File: config.mk
export PLATFORM = sky130hd
export DESIGN_NAME = bin2bcd_stream
export DESIGN_NICKNAME = d
export VERILOG_FILES = /design/src/rtl/bin2bcd_stream.sv
export SDC_FILE = /design/constraint.sdc
export NUM_CORES = 1
export LEC_CHECK = 0
export CAP_MARGIN = 0
export CORE_MARGIN = 2
export CORE_UTILIZATION = 51
export CTS_CLUSTER_DIAMETER = 80
export DETAILED_ROUTE_END_ITERATION = 10
export PLACE_DENSITY = 0.77
export SETUP_SLACK_MARGIN = 0.1
export SYNTH_ARGS = -nofsm -noshare
export SYNTH_HDL_FRONTEND = slang
export SYNTH_SLANG_ARGS = --single-unit
File: constraint.sdc
create_clock -name clock -period 1.8 [get_ports clock]
set_input_delay 0.18 -clock clock [delete_from_list [all_inputs] [get_ports clock]]
set_output_delay 0.18 -clock clock [all_outputs]
set_load 0.02 [all_outputs]
File: src/rtl/bin2bcd_stream.sv
// Streaming binary-to-BCD converter (shift-and-add-3), one input bit per clock,
// with valid/ready on both sides, optional two's-complement input and digit count.
module bin2bcd_stream #(
  parameter int NBITS  = 8,
  parameter int NDECS  = 3,
  parameter int SIGNED = 0,
  parameter int CNTW   = $clog2(NDECS + 1)
) (
  input  logic                 clock,
  input  logic                 reset,
  input  logic                 in_valid,
  output logic                 in_ready,
  input  logic [NBITS-1:0]     in_data,
  output logic                 out_valid,
  input  logic                 out_ready,
  output logic [NDECS*4-1:0]   out_bcd,
  output logic                 out_neg,
  output logic [CNTW-1:0]      out_ndigits
);

  localparam int BW = NDECS * 4;
  localparam int KW = $clog2(NBITS + 1);

  function automatic longint pow10(input int n);
    longint r;
    r = 1;
    for (int i = 0; i < n; i++) r = r * 10;
    return r;
  endfunction

  // Largest magnitude that can reach the shifter: 2^(NBITS-1) when signed, 2^NBITS-1 otherwise.
  localparam longint RANGE = (SIGNED != 0) ? (longint'(1) << (NBITS - 1))
                                           : (longint'(1) << NBITS);

  generate
    if (pow10(NDECS) <= RANGE) begin : g_range_check
      $error("bin2bcd_stream: NDECS too small to hold every NBITS input");
    end
  endgenerate

  typedef enum logic [1:0] {
    IDLE = 2'd0,
    CONV = 2'd1,
    DONE = 2'd2
  } state_t;

  state_t              state, state_n;
  logic [KW-1:0]       cnt, cnt_n;
  logic [NBITS-1:0]    mag, mag_n, load_mag;
  logic [BW-1:0]       bcd, bcd_n, adj;
  logic                neg, neg_n, load_neg;
  logic                accept;
  logic [BW+NBITS-1:0] shifted;

  assign in_ready  = !reset && ((state == IDLE) || ((state == DONE) && out_ready));
  assign accept    = in_valid && in_ready;
  assign out_valid = !reset && (state == DONE);
  assign out_bcd   = bcd;
  assign out_neg   = neg;

  assign load_neg  = (SIGNED != 0) && in_data[NBITS-1];
  assign load_mag  = load_neg ? -in_data : in_data;

  always_comb begin
    adj = bcd;
    for (int i = 0; i < NDECS; i++) begin
      if (bcd[4*i +: 4] >= 4'd5) adj[4*i +: 4] = bcd[4*i +: 4] + 4'd3;
    end
    // The top digit never reaches 8 after correction, so its MSB can be dropped.
    shifted = {adj[BW-2:0], mag, 1'b0};
  end

  always_comb begin
    state_n = state;
    cnt_n   = cnt;
    mag_n   = mag;
    bcd_n   = bcd;
    neg_n   = neg;
    case (state)
      CONV: begin
        bcd_n = shifted[NBITS +: BW];
        mag_n = shifted[NBITS-1:0];
        cnt_n = cnt - KW'(1);
        if (cnt == KW'(1)) state_n = DONE;
      end
      DONE: begin
        if (out_ready) state_n = IDLE;
      end
      default: begin
      end
    endcase
    if (accept) begin
      mag_n   = load_mag;
      neg_n   = load_neg;
      bcd_n   = '0;
      cnt_n   = KW'(NBITS);
      state_n = CONV;
    end
  end

  always_ff @(posedge clock) begin
    if (reset) begin
      state <= IDLE;
      cnt   <= '0;
      mag   <= '0;
      bcd   <= '0;
      neg   <= 1'b0;
    end else begin
      state <= state_n;
      cnt   <= cnt_n;
      mag   <= mag_n;
      bcd   <= bcd_n;
      neg   <= neg_n;
    end
  end

  always_comb begin
    out_ndigits = CNTW'(1);
    for (int i = 1; i < NDECS; i++) begin
      if (bcd[4*i +: 4] != 4'd0) out_ndigits = CNTW'(i + 1);
    end
  end

endmodule

==> results.json <==
{
  "die_w_um": 57.4,
  "dp_slack_ns": 0.0620,
  "crit_buf_inv": 1,
  "p_clk_share_pct": 31.7,
  "wire_per_inst_um": 14.2,
  "cts_tree": "built",
  "p_sw_mw": 0.341,
  "r2r_end": "out_bcd[6]",
  "final_area_mm2": 0.00183,
  "synthCells": 170,
  "vias": 1336,
  "synth_flop_cell": "dfxtp_1",
  "hold_depth": 3,
  "antenna_found_initial": 0,
  "overflow": 0,
  "fin_crit_sh_pct": 93.5,
  "rsz0062_at_grt": "yes",
  "cp.arrival_ns": 1.94,
  "worst-r2r-setup-slack_ns": 0.12,
  "seqPwrFrac_pct": 49.6,
  "path_cells": "inv_1 -> ha_1 -> nand2b_1 -> a21oi_2 -> mux2_2 -> a211oi_1",
  "insertion_delay_ns": 0.33,
  "synth-warning-count": 0,
  "drt-initial-drc-count": 63,
  "synth_largest_area_cell": "dfxtp_1",
  "cp-start-kind": "flop",
  "path_class": "flop to flop",
  "grt_pass1_vias": 1320,
  "ys_types": 35,
  "layout_setup_ws_ns": 0.117,
  "ant_nets": 0,
  "clkTransAtPathRegs_ns": 0.15,
  "r2r_start": "out_bcd[5]",
  "dieArea_mm2": 0.00330,
  "postSynthAreaPerCell_um2": 8.56,
  "cts-root-buf": "clkbuf_4",
  "cts_post_setup_buffers_inserted": 0,
  "fmax_mhz": 594,
  "ys_async_sr_fraction_pct": 0,
  "antenna_cells": 0,
  "swShare_pct": 26.7,
  "hpwlAfterDp_mm": 2.34,
  "area_growth_pct": 26.0,
  "outcome": "complete, no violations",
  "hold_ws_ns": 0.442,
  "rows": 19,
  "wl_mm": 3.26,
  "place_inst": 226,
  "synthesis.area_mm2": 0.00146,
  "ys_seq_elements": 26,
  "required_ns": 2.05,
  "grt_max_degree": 17,
  "synth_edf_count": 0,
  "finalPower_mw": 1.28,
  "leakage_nw": 0.646,
  "layout.nets": 221,
  "crit_family": "compound AO/OA/AOI/OAI gates",
  "cts-buffers-inserted": 3,
  "die_h_um": 57.4,
  "cpMaxStageDelayCell": "dfxtp_2",
  "critPathMaxFanout": 4,
  "yosysSeqAreaShare_pct": 35.8,
  "first_pass_iters": 4,
  "min_to": "mag[6]",
  "routabilityCongestion": 0.824,
  "initial_core_util_pct": 53.2,
  "grt_pass1_wl_mm": 5.57,
  "setup_viol": 0,
  "final_util_pct": 67.0,
  "syn-num-nets": 191,
  "hp-start": "in_data[6]",
  "cap_violations": 0,
  "hold_viol_final": 0,
  "rr_worst_depth": 6,
  "core_mm2": 0.00273,
  "fin_crit_ns": 1.68,
  "drive_gt1_share_pct": 21.6,
  "drc": 0,
  "finalSetupTns_ns": 0,
  "io_buffers": 27,
  "cp_slowest_stage_delay_ns": 0.37,
  "clock-sinks": 26,
  "io_pins": 29,
  "power_density_mw_per_mm2": 698,
  "fin_cells": 230,
  "yosysTopAreaCellShare_pct": 35.8,
  "power_frac_comb_pct": 18.7,
  "viasPerCell": 5.81,
  "peakVddDrop_v": 0.000591,
  "place_area_mm2": 0.00176,
  "critPathCaptureType": "flop",
  "fin_skew_ns": 0.0123,
  "holdBufCountCts": 0,
  "cts_buffer_depth": 2,
  "holdCritPathClass": "primary input to flop",
  "maxSlewViolCount": 0,
  "p_int_mw": 0.938,
  "synth_area_leaders": "dfxtp_1 (36%), ha_1 (7.7%), a311oi_2 (6.2%)",
  "grt_usage_pct": 21.1,
  "cts_max_level": 1
}
[cells by family (layout without fill, tap and decap cells)]
group | Yosys count | count (layout) | synth area share, %
AND/OR/NAND/NOR | 65 | 65 | 21.9
adder cells (fa/ha/maj) | 9 | 9 | 7.74
other | 1 | 1 | 0.258
multiplexers | 2 | 2 | 1.55
XOR/XNOR | 3 | 3 | 1.81
buffers and inverters | 19 | 48 | 6.88
flip-flops | 26 | 26 | 35.8
AO/OA/AOI/OAI | 45 | 45 | 24.1
[worst max-delay path by stage]
stage | start | end | slack [ns] | cells past startpoint
2_1_floorplan | out_bcd[5] | out_bcd[6] | 0.13 | 6
3_3_place_gp | out_ready | in_ready | 0.1 | 4
3_5_place_dp | out_bcd[4] | out_bcd[6] | 0.06 | 6
4_1_cts | out_bcd[5] | out_bcd[6] | 0.10 | 6
5_1_grt | out_bcd[5] | out_bcd[6] | 0.01 | 6
6_report | out_bcd[5] | out_bcd[6] | 0.12 | 6
[cells in the final DEF, fill, tap and decap left out, types with 3 or more instances in the layout]
cell type        instances
a211oi_1                 6
a21oi_1                 12
a311oi_2                 6
a31oi_1                  4
a41oi_1                  3
buf_4                    8
clkbuf_4                 3
clkdlybuf4s50_1         23
dfxtp_1                 18
dfxtp_2                  8
ha_1                     7
inv_1                    6
inv_2                    3
nand2_1                 20
nand2b_1                 5
nand3_1                  7
nand4_1                  3
nor2_1                  20
o21ai_0                  6
[power groups by stage]
stage                     sequential (mW)  clock [mW]  combinational [mW]
after detailed placement            0.645           0               0.240
after global routing                0.639       0.439               0.263
final                               0.634       0.406               0.239
after global placement              0.642           0               0.234
after floorplan                     0.645           0               0.155
after CTS                           0.633       0.413               0.237
[final cells by class]
type                            count  area [µm²]
Clock buffer                        3        22.5
Clock inverter                      1        30.0
Fill cell                         243         901
Inverter                            9        33.8
Multi-Input combinational cell    125         860
Sequential cell                    26         531
Tap cell                           31        38.8
Timing Repair Buffer               35         318
[synthesized netlist by cell type, drive strengths merged (3+ instances only)]
library cell / n
a211oi: 7
nand2: 20
nand4: 3
a31oi: 4
o21ai: 7
ha: 9
inv: 9
a311oi: 6
nand3: 8
a41oi: 3
nor2: 21
dfxtp: 26
nand2b: 5
a21oi: 13
a2111oi: 3
buf: 8
[tightest hold or removal path: stages]
cell	delay [ns]
clkdlybuf4s50_1	0.40
nand4_1	0.08
a31oi_1	0.08
[sequential cells by signal (all words and copies together), names as in the netlist]
signal / count
mag: 8
out_bcd: 12
cnt: 4
state: 2
[layer usage]
| metal | share of wire, % | vias up | global-route usage [%] |
|---|---|---|---|
| met1 | 44 | 634 | 23.9 |
| met5 | 0 | - | 0 |
| met2 | 51 | 37 | 38.0 |
| li1 | - | 661 | - |
| met4 | 1.3 | 0 | 10.6 |
| met3 | 4.4 | 4 | 3.17 |
[timing repair]
action	in CTS	in global routing
hold endpoints to repair	0	0
gates resized for setup	6	19
endpoints found under the setup margin	5	12
(Power assumes the default switching activity.)
